<file path="config.mk">
export PLATFORM = sky130hd
export DESIGN_NAME = pcs_tx_oset_gen
export DESIGN_NICKNAME = d
export VERILOG_FILES = /design/src/rtl/pcs_tx_oset_gen.sv
export SDC_FILE = /design/constraint.sdc
export NUM_CORES = 1
export LEC_CHECK = 0
export CELL_PAD_IN_SITES_DETAIL_PLACEMENT = 1
export CELL_PAD_IN_SITES_GLOBAL_PLACEMENT = 1
export CORE_ASPECT_RATIO = 0.9
export CORE_MARGIN = 5
export CORE_UTILIZATION = 34
export CTS_CLUSTER_DIAMETER = 50
export DETAILED_ROUTE_END_ITERATION = 12
export GPL_TIMING_DRIVEN = 0
export PLACE_DENSITY = 0.84
export SLEW_MARGIN = 20
export SYNTH_ARGS = -nofsm -noshare
export SYNTH_HDL_FRONTEND = slang
export SYNTH_SLANG_ARGS = --single-unit
</file>
<file path="constraint.sdc">
create_clock -name GTX_CLK -period 2.2 [get_ports GTX_CLK]
set_clock_uncertainty 0.1 [all_clocks]
set_input_delay 0.44 -clock GTX_CLK [delete_from_list [all_inputs] [get_ports GTX_CLK]]
set_output_delay 0.44 -clock GTX_CLK [all_outputs]
set_load 0.01 [all_outputs]
</file>
<file path="src/rtl/pcs_tx_oset_gen.sv">
// 1000BASE-X PCS transmit ordered-set / code-group generator (GMII -> unencoded code-groups).
// Optional /C/ configuration ordered sets are compiled in with `define PCS_TX_CONFIG_EN.
module pcs_tx_oset_gen #(
    parameter int unsigned IPG_MIN_OSETS = 1,
    parameter int unsigned CNT_W         = 16
) (
    input  logic             GTX_CLK,
    input  logic             mr_main_reset,
    input  logic [1:0]       xmit,
    input  logic [7:0]       TXD,
    input  logic             TX_EN,
    input  logic             TX_ER,
    input  logic             tx_disparity_pos,
`ifdef PCS_TX_CONFIG_EN
    input  logic [15:0]      tx_config_reg,
`endif
    output logic [7:0]       tx_o_data,
    output logic             tx_o_k,
    output logic             tx_even,
    output logic             TX_OSET_indicate,
    output logic             transmitting,
    output logic             frame_defer_err,
    output logic [CNT_W-1:0] tx_frame_cnt,
    output logic [CNT_W-1:0] tx_err_cnt
);

    localparam logic [7:0] K28_5 = 8'hBC;
    localparam logic [7:0] D5_6  = 8'hC5;
    localparam logic [7:0] D16_2 = 8'h50;
    localparam logic [7:0] K_S   = 8'hFB;
    localparam logic [7:0] K_T   = 8'hFD;
    localparam logic [7:0] K_R   = 8'hF7;
    localparam logic [7:0] K_V   = 8'hFE;
    localparam logic [3:0] IpgMin = 4'(IPG_MIN_OSETS);

    typedef enum logic [2:0] {
        StIdleEven,
        StIdleOdd,
        StPacket,
        StEpdT,
        StEpdR,
        StEpdR2
`ifdef PCS_TX_CONFIG_EN
        , StCfg
`endif
    } state_e;

    state_e           r_state, w_state_nxt;
    logic [7:0]       r_data, w_data;
    logic             r_k, w_k;
    logic             r_even;
    logic             r_oset, w_oset;
    logic             r_trans, w_trans;
    logic             r_defer, w_defer;
    logic             r_defer_seen, w_defer_seen_nxt;
    logic             r_disp, w_disp_nxt;
    logic [3:0]       r_ipg, w_ipg_nxt, w_ipg_inc;
    logic [CNT_W-1:0] r_frame_cnt, r_err_cnt;
    logic             w_frame_inc, w_err_inc;
    logic             w_data_mode, w_even_slot;
`ifdef PCS_TX_CONFIG_EN
    logic [15:0]      r_cfg, w_cfg_nxt;
    logic [1:0]       r_cfg_pos, w_cfg_pos_nxt;
    logic             r_c2, w_c2_nxt;
`endif

    assign w_data_mode = (xmit == 2'b10);
    // The code-group being computed lands in an even slot when tx_even is currently low.
    assign w_even_slot = ~r_even;
    assign w_ipg_inc   = (r_ipg == 4'd15) ? r_ipg : r_ipg + 4'd1;

    always_comb begin
        w_state_nxt      = r_state;
        w_data           = K28_5;
        w_k              = 1'b1;
        w_oset           = 1'b0;
        w_trans          = 1'b0;
        w_defer          = 1'b0;
        w_defer_seen_nxt = r_defer_seen & TX_EN;
        w_disp_nxt       = r_disp;
        w_ipg_nxt        = r_ipg;
        w_frame_inc      = 1'b0;
        w_err_inc        = 1'b0;
`ifdef PCS_TX_CONFIG_EN
        w_cfg_nxt        = r_cfg;
        w_cfg_pos_nxt    = r_cfg_pos;
        w_c2_nxt         = r_c2;
`endif
        case (r_state)
            StIdleEven: begin
                if (w_data_mode && TX_EN && (r_ipg >= IpgMin)) begin
                    w_data           = K_S;
                    w_oset           = 1'b1;
                    w_trans          = 1'b1;
                    w_defer_seen_nxt = 1'b0;
                    w_state_nxt      = StPacket;
`ifdef PCS_TX_CONFIG_EN
                end else if (xmit == 2'b01) begin
                    w_cfg_nxt     = tx_config_reg;
                    w_cfg_pos_nxt = 2'd1;
                    w_state_nxt   = StCfg;
`endif
                end else begin
                    w_disp_nxt  = tx_disparity_pos;
                    w_state_nxt = StIdleOdd;
                    if (w_data_mode && TX_EN && !r_defer_seen) begin
                        w_defer          = 1'b1;
                        w_defer_seen_nxt = 1'b1;
                    end
                end
            end
            StIdleOdd: begin
                w_data      = r_disp ? D5_6 : D16_2;
                w_k         = 1'b0;
                w_oset      = 1'b1;
                w_ipg_nxt   = w_ipg_inc;
                w_state_nxt = StIdleEven;
                // Blocked only if the coming even slot still cannot carry /S/.
                if (w_data_mode && TX_EN && (w_ipg_inc < IpgMin) && !r_defer_seen) begin
                    w_defer          = 1'b1;
                    w_defer_seen_nxt = 1'b1;
                end
            end
            StPacket: begin
                w_oset    = 1'b1;
                w_trans   = 1'b1;
                w_ipg_nxt = 4'd0;
                if (!w_data_mode) begin
                    w_data      = K_V;
                    w_err_inc   = 1'b1;
                    w_state_nxt = StEpdT;
                end else if (!TX_EN) begin
                    w_data      = K_T;
                    w_frame_inc = 1'b1;
                    w_state_nxt = StEpdR;
                end else if (TX_ER) begin
                    w_data    = K_V;
                    w_err_inc = 1'b1;
                end else begin
                    w_data = TXD;
                    w_k    = 1'b0;
                end
            end
            StEpdT: begin
                w_data      = K_T;
                w_oset      = 1'b1;
                w_trans     = 1'b1;
                w_frame_inc = 1'b1;
                w_ipg_nxt   = 4'd0;
                w_state_nxt = StEpdR;
            end
            StEpdR: begin
                w_data      = K_R;
                w_oset      = 1'b1;
                w_ipg_nxt   = 4'd0;
                w_state_nxt = w_even_slot ? StEpdR2 : StIdleEven;
            end
            StEpdR2: begin
                w_data      = K_R;
                w_oset      = 1'b1;
                w_ipg_nxt   = 4'd0;
                w_state_nxt = StIdleEven;
            end
`ifdef PCS_TX_CONFIG_EN
            StCfg: begin
                w_k           = 1'b0;
                w_cfg_pos_nxt = r_cfg_pos + 2'd1;
                case (r_cfg_pos)
                    2'd1:    w_data = r_c2 ? 8'h42 : 8'hB5;
                    2'd2:    w_data = r_cfg[7:0];
                    default: begin
                        w_data      = r_cfg[15:8];
                        w_oset      = 1'b1;
                        w_c2_nxt    = ~r_c2;
                        w_state_nxt = StIdleEven;
                    end
                endcase
            end
`endif
            default: w_state_nxt = StIdleEven;
        endcase
    end

    always_ff @(posedge GTX_CLK) begin
        if (mr_main_reset) begin
            r_state      <= StIdleOdd;
            r_data       <= K28_5;
            r_k          <= 1'b1;
            r_even       <= 1'b1;
            r_oset       <= 1'b0;
            r_trans      <= 1'b0;
            r_defer      <= 1'b0;
            r_defer_seen <= 1'b0;
            r_disp       <= 1'b0;
            r_ipg        <= IpgMin;
            r_frame_cnt  <= '0;
            r_err_cnt    <= '0;
`ifdef PCS_TX_CONFIG_EN
            r_cfg        <= '0;
            r_cfg_pos    <= 2'd1;
            r_c2         <= 1'b0;
`endif
        end else begin
            r_state      <= w_state_nxt;
            r_data       <= w_data;
            r_k          <= w_k;
            r_even       <= ~r_even;
            r_oset       <= w_oset;
            r_trans      <= w_trans;
            r_defer      <= w_defer;
            r_defer_seen <= w_defer_seen_nxt;
            r_disp       <= w_disp_nxt;
            r_ipg        <= w_ipg_nxt;
            if (w_frame_inc && (r_frame_cnt != '1)) r_frame_cnt <= r_frame_cnt + CNT_W'(1);
            if (w_err_inc && (r_err_cnt != '1))     r_err_cnt   <= r_err_cnt + CNT_W'(1);
`ifdef PCS_TX_CONFIG_EN
            r_cfg        <= w_cfg_nxt;
            r_cfg_pos    <= w_cfg_pos_nxt;
            r_c2         <= w_c2_nxt;
`endif
        end
    end

    assign tx_o_data        = r_data;
    assign tx_o_k           = r_k;
    assign tx_even          = r_even;
    assign TX_OSET_indicate = r_oset;
    assign transmitting     = r_trans;
    assign frame_defer_err  = r_defer;
    assign tx_frame_cnt     = r_frame_cnt;
    assign tx_err_cnt       = r_err_cnt;

endmodule

</file>
==> results of run 1 <==
==> logic make-up after synthesis <==
kind of cell             synth area share, %
XOR/XNOR                                8.36
buffers and inverters                   3.58
multiplexers                            1.93
adder cells (fa/ha/maj)                 4.13
flip-flops                              39.7
AND/OR/NAND/NOR                         31.8
AO/OA/AOI/OAI                           10.5
==> final cells by class <==
| cell class | count | area, µm² |
|---|---|---|
| Multi-Input combinational cell | 234 | 1640 |
| Tap cell | 99 | 124 |
| Inverter | 9 | 37.5 |
| Clock inverter | 1 | 5.00 |
| Fill cell | 940 | 4260 |
| Clock buffer | 7 | 86.3 |
| Sequential cell | 54 | 1080 |
| Buffer | 12 | 66.3 |
| Timing Repair Buffer | 66 | 651 |
==> power by group through the flow <==
stage          sequential [mW]  combinational, mW  clock, mW
3_5_place_dp              1.06              0.236          0
5_1_grt                   1.04              0.263      0.639
4_1_cts                   1.03              0.240      0.607
6_report                  1.03              0.240      0.585
2_1_floorplan             1.06              0.124          0
3_3_place_gp              1.05              0.225          0
==> worst min path at each step <==
stage	from	cells after the start	end	slack (ns)
after floorplan	r_defer_seen$_SDFF_PP0_	1	frame_defer_err$_SDFF_PP0_	0.29
after global placement	r_defer_seen$_SDFF_PP0_	1	frame_defer_err$_SDFF_PP0_	0.30
after detailed placement	r_defer_seen$_SDFF_PP0_	1	frame_defer_err$_SDFF_PP0_	0.31
after CTS	r_defer_seen$_SDFF_PP0_	1	frame_defer_err$_SDFF_PP0_	0.33
after global routing	r_defer_seen$_SDFF_PP0_	1	frame_defer_err$_SDFF_PP0_	0.34
final	r_defer_seen$_SDFF_PP0_	1	frame_defer_err$_SDFF_PP0_	0.33
==> layer usage <==
metal  vias up  global-route usage, %  wire, µm
met2        56                   26.2      3580
met1      1236                   19.6      3490
met5         -                      0         0
met4         0                   3.88        78
met3         8                   3.49       353
li1       1248                      -         -
==> state kept, by name, indices dropped and copies added (netlist names) <==
| signal | flops |
|---|---|
| frame_defer_err | 1 |
| r_state | 3 |
| TX_OSET_indicate | 1 |
| tx_o_data | 8 |
| tx_err_cnt | 16 |
| tx_o_k | 1 |
| r_defer_seen | 1 |
| tx_frame_cnt | 16 |
| tx_even | 1 |
| r_disp | 1 |
| r_ipg | 4 |
| transmitting | 1 |
==> what timing repair did <==
action / CTS / global route
buffers inserted: 1 / 6
endpoints found under the setup margin: 18 / 18
pin swaps: 2 / 2
resized for setup: 10 / 13
==> critical path: stages (launching register included) <==
cell                      delay, ns
sky130_fd_sc_hd__dfxtp_1       0.34
sky130_fd_sc_hd__buf_2         0.22
sky130_fd_sc_hd__nor3b_4       0.40
sky130_fd_sc_hd__and2_1        0.20
sky130_fd_sc_hd__a32oi_1       0.12
sky130_fd_sc_hd__or4b_1        0.52
sky130_fd_sc_hd__nor2_1        0.11
==> through the flow <==
step	worst slack [ns]	cells	TNS, ns	total power, mW	util [%]
4_1_cts	0.0231	476	0	1.88	45.1
5_1_grt	0.00163	482	0	1.94	46.4
3_3_place_gp	-0.708	467	-12.09	1.28	43.3
2_1_floorplan	0.112	309	0	1.18	-
3_5_place_dp	-0.772	467	-13.63	1.29	43.3
6_report	0.127	482	0	1.86	46.4
==> synthesized netlist by cell type, types with 3 or more instances <==
library cell               instances
sky130_fd_sc_hd__nand3b_1          3
sky130_fd_sc_hd__and4_1            3
sky130_fd_sc_hd__clkbuf_1          7
sky130_fd_sc_hd__nor2b_1           6
sky130_fd_sc_hd__nand2_1          23
sky130_fd_sc_hd__buf_2             3
sky130_fd_sc_hd__and3_1            3
sky130_fd_sc_hd__or2_2             4
sky130_fd_sc_hd__nand3_1          11
sky130_fd_sc_hd__o31ai_1           3
sky130_fd_sc_hd__nand4_1          15
sky130_fd_sc_hd__inv_1             9
sky130_fd_sc_hd__ha_1              9
sky130_fd_sc_hd__o21ai_0           9
sky130_fd_sc_hd__a21oi_1           8
sky130_fd_sc_hd__dfxtp_1          54
sky130_fd_sc_hd__nor3_1            8
sky130_fd_sc_hd__nor2_1           47
sky130_fd_sc_hd__xor2_1            9
sky130_fd_sc_hd__mux2i_1           3
sky130_fd_sc_hd__nor4_1           11
sky130_fd_sc_hd__xnor2_1          17
sky130_fd_sc_hd__nand2b_1          3
sky130_fd_sc_hd__or4_1             3
==> flow_summary_export.csv, run 1 <==
group,metric,value,unit
outcome,outcome,"finished clean",
logic_synthesis,ys_dominant_reg_cell,"sky130_fd_sc_hd__dfxtp_1",
drt,wl_per_cell,15.6,µm
logic_synthesis,synth_enable_flop_cells,0,
critical_path,worst_setup_path_start_kind,"flop",
clock_tree,ctsRootBufferMaster,"sky130_fd_sc_hd__clkbuf_8",
logic_synthesis,postSynth.asyncResetShare,0,%
critical_path,cp.arrival,2.22,ns
drt,drt_wl_total,7510,µm
floorplanning,core_box_area,7950,µm²
run,max_capacitance_violation_total,0,
floorplanning,row_count,31,
critical_path,critPathCapture,"frame_defer_err$_SDFF_PP0_",
layout,antennaDiodeCount,0,
floorplanning,floorplan.initialDensity,34.3,%
global_routing,antenna_violations_before_repair,0,
placed_design,dpl_cell_area,3440,µm²
floorplanning,dieHeight,94.9,µm
floorplanning,fp.dieArea,9910,µm²
sta,maxSlewHeadroom,60.9,%
logic_synthesis,yosys_register_bits,54,
layout,layout-drive-gt1-share,12.5,%
layout,commonest_non_fill_non_tap_cell_in_the_layout,"sky130_fd_sc_hd__clkdlybuf4s50_1",
power_and_ir_drop,cell_internal_pwr,1.38,mW
drt,number_of_drc_violations_after_detailed_routing,0,
logic_synthesis,synthDominantCellAreaShare,39.7,%
critical_path,critical_path_required,2.35,ns
clock_tree,htreeDepth,2,
drt,drt-pass1-iter-count,4,
logic_synthesis,synthCells,309,
global_routing,grt_pass1_vias,2574,
clock_tree,cts.clk_slew.worst_paths,0.09,ns
layout,layout_common_cells,"56 x sky130_fd_sc_hd__clkdlybuf4s50_1, 54 x sky130_fd_sc_hd__dfxtp_1, 47 x sky130_fd_sc_hd__nor2_1",
floorplanning,die-width,104,µm
sta,hold_viol,0,
sta,maxClockFrequency,483,MHz
layout,layout-area-overhead-vs-synth,35.5,%
global_routing,grt_pass1_wl,12600,µm
sta,timing.hold.ws,0.327,ns
logic_synthesis,yosysUniqueCellTypes,53,
critical_path,crit-reg2reg-capture,"frame_defer_err$_SDFF_PP0_",
critical_path,worstRegToRegCells,6,
logic_synthesis,synth.avg_cell_area,8.82,µm²
power_and_ir_drop,power_density,503,nW/µm²
clock_tree,tritoncts_num_sinks,54,
sta,final-max-slew-violation-count,0,
clock_tree,cts_buffers,5,
layout,design.final.nets,406,
power_and_ir_drop,power.leakage,1.32,nW
power_and_ir_drop,clock_power_share,31.5,%
drt,vias_per_cell,5.29,
logic_synthesis,yosysTopAreaCell,"sky130_fd_sc_hd__dfxtp_1",
critical_path,critPathCaptureType,"flop",
power_and_ir_drop,net-switching-power,480,µW
critical_path,timing.reg2reg.setup_slack,0.13,ns
sta,worst_pin_slew,0.586,ns
logic_synthesis,post_synth_instance_area,2730,µm²
logic_synthesis,syn_nets,333,
drt,vias,2548,
power_and_ir_drop,swShare,25.8,%
logic_synthesis,synth_warnings,0,
critical_path,path_class,"reg -> reg",
sta,grt_setup_unrepaired,"no",
global_routing,grt_util_all_layers,15.3,%
sta,final_min_period_over_clock_period,94.2,%
global_routing,grt_remaining_overflow,0,
clock_tree,cts_tree,"done",
clock_tree,cts-hold-fix-buffers,0,
critical_path,crit_path_start,"r_state[0]$_SDFFE_PP1P_",
power_and_ir_drop,peakVddDrop,0.246,mV
critical_path,timing.critical_path.fanout_max,10,
drt,antenna_left,0,
placed_design,dp_hpwl,5610,µm
drt,drtIter0Drc,45,
clock_tree,cts_max_path_buffers,2,
logic_synthesis,synth.top_cells.by_area,"sky130_fd_sc_hd__dfxtp_1 40%, sky130_fd_sc_hd__nor2_1 6.5%, sky130_fd_sc_hd__xnor2_1 5.5%, sky130_fd_sc_hd__ha_1 4.1%, sky130_fd_sc_hd__nand4_1 3.4%",
placed_design,numPortBuffers,59,
placed_design,gpl.final_weighted_congestion,0.861,
global_routing,grt_max_degree,16,
layout,stdcell_area,3690,µm²
sta,finalSetupViolations,0,
worst_hold_path,hold_class,"reg -> reg",
clock_tree,clk-insertion-delay-late,0.31,ns
critical_path,startpoint_of_the_worst_register_to_register_path,"r_state[0]$_SDFFE_PP1P_",
logic_synthesis,ys_seq_area_share,39.7,%
floorplanning,pin_count,60,
power_and_ir_drop,seq_power_share,55.6,%
power_and_ir_drop,share_of_total_power_in_combinational_logic,12.9,%
sta,period_needed,2.07,ns
(Power assumes the default switching activity.)
==> run 2, diff against run 1 <==
--- a/config.mk
+++ b/config.mk
@@ -9,12 +9,13 @@
 export CELL_PAD_IN_SITES_GLOBAL_PLACEMENT = 1
 export CORE_ASPECT_RATIO = 0.9
 export CORE_MARGIN = 5
-export CORE_UTILIZATION = 34
-export CTS_CLUSTER_DIAMETER = 50
+export CORE_UTILIZATION = 38
+export CTS_CLUSTER_DIAMETER = 120
 export DETAILED_ROUTE_END_ITERATION = 12
 export GPL_TIMING_DRIVEN = 0
-export PLACE_DENSITY = 0.84
+export PLACE_DENSITY = 0.88
 export SLEW_MARGIN = 20
 export SYNTH_ARGS = -nofsm -noshare
 export SYNTH_HDL_FRONTEND = slang
 export SYNTH_SLANG_ARGS = --single-unit
+export TNS_END_PERCENT = 30
==> constraint.sdc (replaced) <==
create_clock -name GTX_CLK -period 2.1 [get_ports GTX_CLK]
set_clock_uncertainty 0.1 [all_clocks]
set_input_delay 0.42 -clock GTX_CLK [delete_from_list [all_inputs] [get_ports GTX_CLK]]
set_output_delay 0.42 -clock GTX_CLK [all_outputs]
set_load 0.01 [all_outputs]
==> run 2 against run 1 <==
  * The run now ends with setup timing left
  * Core utilization up 7.4 points
  * Power up 11%
  * Register-to-register slack worse by 0.12 ns
  * Non-clock buffer count up 3
  * Setup slack worse by 0.19 ns
  * Clock power up 21%
  * First-iteration DRC count rose to 2.5 times the previous value
  * Routed wire length up 16%
  * Critical endpoint is now tx_frame_cnt[13]$_SDFFE_PP0P_
  * Largest power group unchanged
==> flow_summary_export.csv, run 2 (synthesized netlist as in run 1, its figures left out) <==
group,metric,value,unit
outcome,outcome,"complete, but fails checks",
outcome,failed_checks,"setup timing",
run,max_capacitance_violation_total,0,
critical_path,timing.critical_path.fanout_max,5,
drt,wl_per_cell,18.2,µm
critical_path,worst_setup_path_start_kind,"primary input",
layout,multi_input_area,1690,µm²
critical_path,critPathCaptureType,"flop",
floorplanning,core_box_area,7000,µm²
sta,final-max-slew-violation-count,0,
clock_tree,cts-hold-fix-buffers,0,
layout,commonest_non_fill_non_tap_cell_in_the_layout,"sky130_fd_sc_hd__clkdlybuf4s50_1",
global_routing,grt_pass1_vias,2653,
sta,final_min_period_over_clock_period,103,%
drt,antenna_left,0,
layout,design.final.nets,409,
global_routing,grt_remaining_overflow,0,
sta,setup_total_negative_slack,-0.0641,ns
power_and_ir_drop,power.leakage,1.33,nW
clock_tree,cts_buffers,5,
worst_hold_path,hold_class,"reg -> reg",
layout,filler_cell_count,801,
floorplanning,floorplan.initialDensity,38.9,%
critical_path,path_class,"in -> reg",
clock_tree,clk-insertion-delay-late,0.31,ns
clock_tree,cts_max_path_buffers,2,
drt,drtIter0Drc,113,
drt,drt-pass1-iter-count,4,
placed_design,numPortBuffers,59,
power_and_ir_drop,fin_total_pwr,2.07,mW
critical_path,max_stage_delay,0.50,ns
clock_tree,htreeDepth,2,
layout,antennaDiodeCount,0,
sta,maxClockFrequency,463,MHz
placed_design,gpl.final_weighted_congestion,0.850,
global_routing,grt_pass1_wl,13200,µm
sta,maxSlewHeadroom,64.2,%
clock_tree,ctsRootBufferMaster,"sky130_fd_sc_hd__clkbuf_8",
drt,number_of_drc_violations_after_detailed_routing,0,
power_and_ir_drop,peakVddDrop,0.250,mV
global_routing,grt_util_all_layers,17.7,%
layout,layout-drive-gt1-share,14.2,%
drt,drt_wl_total,8740,µm
floorplanning,pin_count,60,
floorplanning,dieHeight,90.3,µm
global_routing,global_route.peak_usage_layer,"met2",
floorplanning,die-width,99.3,µm
global_routing,globalRouteMet3Util,4.17,%
clock_tree,tritoncts_num_sinks,54,
global_routing,antenna_violations_before_repair,0,
global_routing,grt_util_met1,22.3,%
layout,layout-area-overhead-vs-synth,38.4,%
sta,period_needed,2.16,ns
global_routing,grt_util_met2,30.6,%
sta,grt_setup_unrepaired,"yes",
floorplanning,fp.dieArea,8970,µm²
drt,vias_per_cell,5.45,
global_routing,grt_max_degree,16,
sta,pnr_worst_setup_slack,-0.0608,ns
critical_path,critical_path_required,2.20,ns
sta,hold_viol,0,
floorplanning,row_count,29,
sta,finalSetupViolations,2,
critical_path,worst_path_max_delay_cell,"sky130_fd_sc_hd__clkdlybuf4s50_1",
power_and_ir_drop,power_density,548,nW/µm²
layout,seqCellArea,1080,µm²
critical_path,cp.arrival,2.26,ns
drt,vias,2610,
sta,worst_pin_slew,0.532,ns
critical_path,cells_traversed_along_the_worst_timing_path,"clkdlybuf4s50_1 -> nor3b_4 -> o2111ai_4 -> nor3_4 -> nor4b_4 -> mux2_1",
layout,layout_common_cells,"58 x sky130_fd_sc_hd__clkdlybuf4s50_1, 52 x sky130_fd_sc_hd__dfxtp_1, 47 x sky130_fd_sc_hd__nor2_1",
clock_tree,cts_tree,"done",
placed_design,dp_hpwl,5650,µm
clock_tree,cts.clk_slew.worst_paths,0.10,ns
run 2: per-stage QoR:
| stage | cell area, µm² | hold slack, ns | setup WS, ns | util [%] | instances |
|---|---|---|---|---|---|
| finish | 3770 | 0.320 | -0.0608 | 53.9 | 479 |
| global route | 3770 | 0.337 | -0.0985 | 53.9 | 479 |
| CTS | 3600 | 0.322 | -0.0825 | 51.4 | 470 |
| detailed placement | 3430 | 0.308 | -0.890 | 49.0 | 461 |
| global placement | 3430 | 0.300 | -0.875 | 49.0 | 461 |
| floorplan | 2730 | 0.291 | 0.0116 | - | 309 |
run 2: what timing repair did:
action | 4_1_cts | 5_1_grt
buffers inserted | 1 | 9
setup endpoints to repair | 28 | 27
pin swaps | 2 | 2
resized for setup | 11 | 24
run 2: final cells by class:
class                           instances  share of cell area (%)
Multi-Input combinational cell        234                    44.7
Tap cell                               93                    3.09
Sequential cell                        54                    28.7
Clock buffer                            7                    2.02
Clock inverter                          1                   0.796
Timing Repair Buffer                   69                    17.6
Buffer                                 12                    2.02
Inverter                                9                   0.995
run 2: where the power goes:
group          switching (mW)  internal, mW  leakage [nW]
Clock                   0.347         0.358        0.0524
Sequential             0.0253          1.06         0.440
Combinational           0.144         0.135         0.836
Total                   0.516          1.55          1.33
run 2: worst paths after layout:
kind	from	endpoint	slack, ns	cells past startpoint
max	xmit[1]	tx_frame_cnt[13]$_SDFFE_PP0P_	-0.06	6
min	r_defer_seen$_SDFF_PP0_	frame_defer_err$_SDFF_PP0_	0.32	1
max reg2reg	r_state[2]$_SDFFE_PP0P_	tx_frame_cnt[13]$_SDFFE_PP0P_	0.01	7
min reg2reg	r_defer_seen$_SDFF_PP0_	frame_defer_err$_SDFF_PP0_	0.32	1
run 2: routing by layer:
metal | part of all wire, % | vias up
met1 | 43 | 1276
met4 | 1.3 | 0
met5 | 0 | -
met3 | 4.6 | 9
li1 | - | 1256
met2 | 51 | 69
run 2: critical path: cells and delay by family:
| family | cells | cell delay, ns |
|---|---|---|
| buffers and inverters | 1 | 0.50 |
| AO/OA/AOI/OAI | 1 | 0.21 |
| multiplexers | 1 | 0.34 |
| AND/OR/NAND/NOR | 3 | 0.79 |
==> run 3, diff against run 2 <==
--- a/config.mk
+++ b/config.mk
@@ -13,6 +13,7 @@
 export CTS_CLUSTER_DIAMETER = 120
 export DETAILED_ROUTE_END_ITERATION = 12
 export GPL_TIMING_DRIVEN = 0
+export MAX_ROUTING_LAYER = met4
 export PLACE_DENSITY = 0.88
 export SLEW_MARGIN = 20
 export SYNTH_ARGS = -nofsm -noshare
==> run 3 against run 2 <==
  * The run still ends with setup timing left
  * Critical path depth is the same
  * Sequential share of layout area stayed put
  * Maximum frequency barely moved
  * Combinational power about the same
  * Power grew 0.18%
  * Sequential power about the same
  * First-iteration DRC count grew 4.4%
  * Via count is 0.42% higher
  * Sequential cell count did not move
  * Non-clock buffer count did not move
  * Critical path type unchanged
  * Largest cell class unchanged
==> flow_summary_export.csv, run 3 (synthesized netlist as in run 1, its figures left out) <==
group,metric,value,unit
outcome,outcome,"complete, but fails checks",
outcome,failed_checks,"setup timing",
worst_hold_path,hold_class,"reg -> reg",
global_routing,grt_pass1_vias,2654,
power_and_ir_drop,peakVddDrop,0.249,mV
placed_design,gpl.final_weighted_congestion,0.863,
drt,antenna_left,0,
global_routing,antenna_violations_before_repair,0,
clock_tree,clk-insertion-delay-late,0.31,ns
sta,period_needed,2.16,ns
drt,drtIter0Drc,118,
drt,drt-pass1-iter-count,4,
placed_design,place_ws,-0.890,ns
floorplanning,dieHeight,90.3,µm
power_and_ir_drop,share_of_total_power_in_combinational_logic,13.5,%
floorplanning,pin_count,60,
placed_design,dp_hpwl,5650,µm
power_and_ir_drop,fin_total_pwr,2.07,mW
power_and_ir_drop,power.leakage,1.33,nW
global_routing,grt_remaining_overflow,0,
sta,final-max-slew-violation-count,0,
layout,design.final.nets,409,
power_and_ir_drop,seq_power_share,52.3,%
sta,pnr_worst_setup_slack,-0.0597,ns
clock_tree,htreeDepth,2,
placed_design,dp.cells,461,
floorplanning,core_box_area,7000,µm²
layout,layout-drive-gt1-share,14.2,%
drt,drt_wl_total,8740,µm
global_routing,grt_max_degree,16,
sta,worst_pin_slew,0.534,ns
clock_tree,cts_tree,"done",
sta,timing.hold.ws,0.320,ns
critical_path,path_class,"in -> reg",
layout,layoutNonFillerInstCount,479,
power_and_ir_drop,cell_internal_pwr,1.55,mW
sta,maxClockFrequency,463,MHz
global_routing,grt_util_all_layers,18.2,%
floorplanning,row_count,29,
layout,commonest_non_fill_non_tap_cell_in_the_layout,"sky130_fd_sc_hd__clkdlybuf4s50_1",
clock_tree,cts_buffers,5,
run,max_capacitance_violation_total,0,
sta,final_min_period_over_clock_period,103,%
critical_path,worst_setup_path_start_kind,"primary input",
clock_tree,cts-hold-fix-buffers,0,
clock_tree,tritoncts_num_sinks,54,
clock_tree,ctsRootBufferMaster,"sky130_fd_sc_hd__clkbuf_8",
drt,vias,2621,
drt,wl_per_cell,18.3,µm
power_and_ir_drop,swShare,25.1,%
critical_path,cp.arrival,2.26,ns
clock_tree,cts.clk_slew.worst_paths,0.10,ns
sta,finalSetupViolations,2,
floorplanning,fp.dieArea,8970,µm²
placed_design,numPortBuffers,59,
placed_design,dpl_cell_area,3430,µm²
layout,layout-area-overhead-vs-synth,38.4,%
sta,hold_viol,0,
power_and_ir_drop,net-switching-power,520,µW
sta,grt_setup_unrepaired,"yes",
drt,number_of_drc_violations_after_detailed_routing,0,
critical_path,timing.critical_path.fanout_max,5,
critical_path,critPathCaptureType,"flop",
drt,vias_per_cell,5.47,
critical_path,critical_path_required,2.20,ns
layout,layout_common_cells,"58 x sky130_fd_sc_hd__clkdlybuf4s50_1, 52 x sky130_fd_sc_hd__dfxtp_1, 47 x sky130_fd_sc_hd__nor2_1",
floorplanning,floorplan.initialDensity,38.9,%
power_and_ir_drop,power_density,549,nW/µm²
global_routing,grt_pass1_wl,13100,µm
sta,maxSlewHeadroom,64.1,%
floorplanning,die-width,99.3,µm
layout,stdcell_area,3770,µm²
clock_tree,cts_max_path_buffers,2,
power_and_ir_drop,clock_power_share,34.2,%
layout,antennaDiodeCount,0,
-- run 3: cell counts in the layout (fill, tap and decap cells not counted) --
No cell type changed its count.
-- run 3: layout make-up --
type | count | area [µm²]
Sequential cell | 54 | 1080
Clock inverter | 1 | 30.0
Fill cell | 801 | 3230
Multi-Input combinational cell | 234 | 1690
Tap cell | 93 | 116
Clock buffer | 7 | 76.3
Buffer | 12 | 76.3
Timing Repair Buffer | 69 | 664
Inverter | 9 | 37.5
-- run 3: what timing repair did --
| item | 4_1_cts | 5_1_grt |
|---|---|---|
| hold endpoints to repair | 0 | 0 |
| gates resized for setup | 11 | 24 |
| buffers inserted | 1 | 9 |
| pin swaps | 2 | 2 |
| endpoints found under the setup margin | 28 | 27 |
-- run 3: worst max-delay path: stages --
cell and delay [ns]:
sky130_fd_sc_hd__clkdlybuf4s50_1 0.50, sky130_fd_sc_hd__nor3b_4 0.28, sky130_fd_sc_hd__o2111ai_4 0.21, sky130_fd_sc_hd__nor3_4 0.27
sky130_fd_sc_hd__nor4b_4 0.25, sky130_fd_sc_hd__mux2_1 0.34
-- run 3: final timing paths --
| kind | startpoint | cells past startpoint | end | slack (ns) |
|---|---|---|---|---|
| worst max-delay path | xmit[1] | 6 | tx_frame_cnt[13]$_SDFFE_PP0P_ | -0.06 |
| worst min-delay path | r_defer_seen$_SDFF_PP0_ | 1 | frame_defer_err$_SDFF_PP0_ | 0.32 |
| worst max register to register | r_state[2]$_SDFFE_PP0P_ | 7 | tx_frame_cnt[13]$_SDFFE_PP0P_ | 0.01 |
| worst min register to register | r_defer_seen$_SDFF_PP0_ | 1 | frame_defer_err$_SDFF_PP0_ | 0.32 |
-- run 3: through the flow --
| stage | setup TNS (ns) | util (%) |
|---|---|---|
| 2_1_floorplan | 0 | - |
| 3_3_place_gp | -15.97 | 49.0 |
| 3_5_place_dp | -17.06 | 49.0 |
| 4_1_cts | -0.274 | 51.4 |
| 5_1_grt | -0.469 | 53.9 |
| 6_report | -0.0921 | 53.9 |
-- run 3: layer usage --
| metal | GRT usage [%] | share of wire [%] | up-vias |
|---|---|---|---|
| li1 | - | - | 1254 |
| met3 | 3.32 | 4.3 | 15 |
| met5 | - | 0 | - |
| met2 | 30.7 | 50 | 73 |
| met4 | 4.21 | 2.0 | 0 |
| met1 | 22.4 | 44 | 1279 |
-- run 3: power groups by stage --
stage / clock network (mW) / logic [mW] / registers, mW
2_1_floorplan: 0 / 0.130 / 1.11
3_3_place_gp: 0 / 0.236 / 1.10
3_5_place_dp: 0 / 0.246 / 1.10
4_1_cts: 0.712 / 0.253 / 1.08
5_1_grt: 0.752 / 0.303 / 1.09
6_report: 0.708 / 0.279 / 1.08
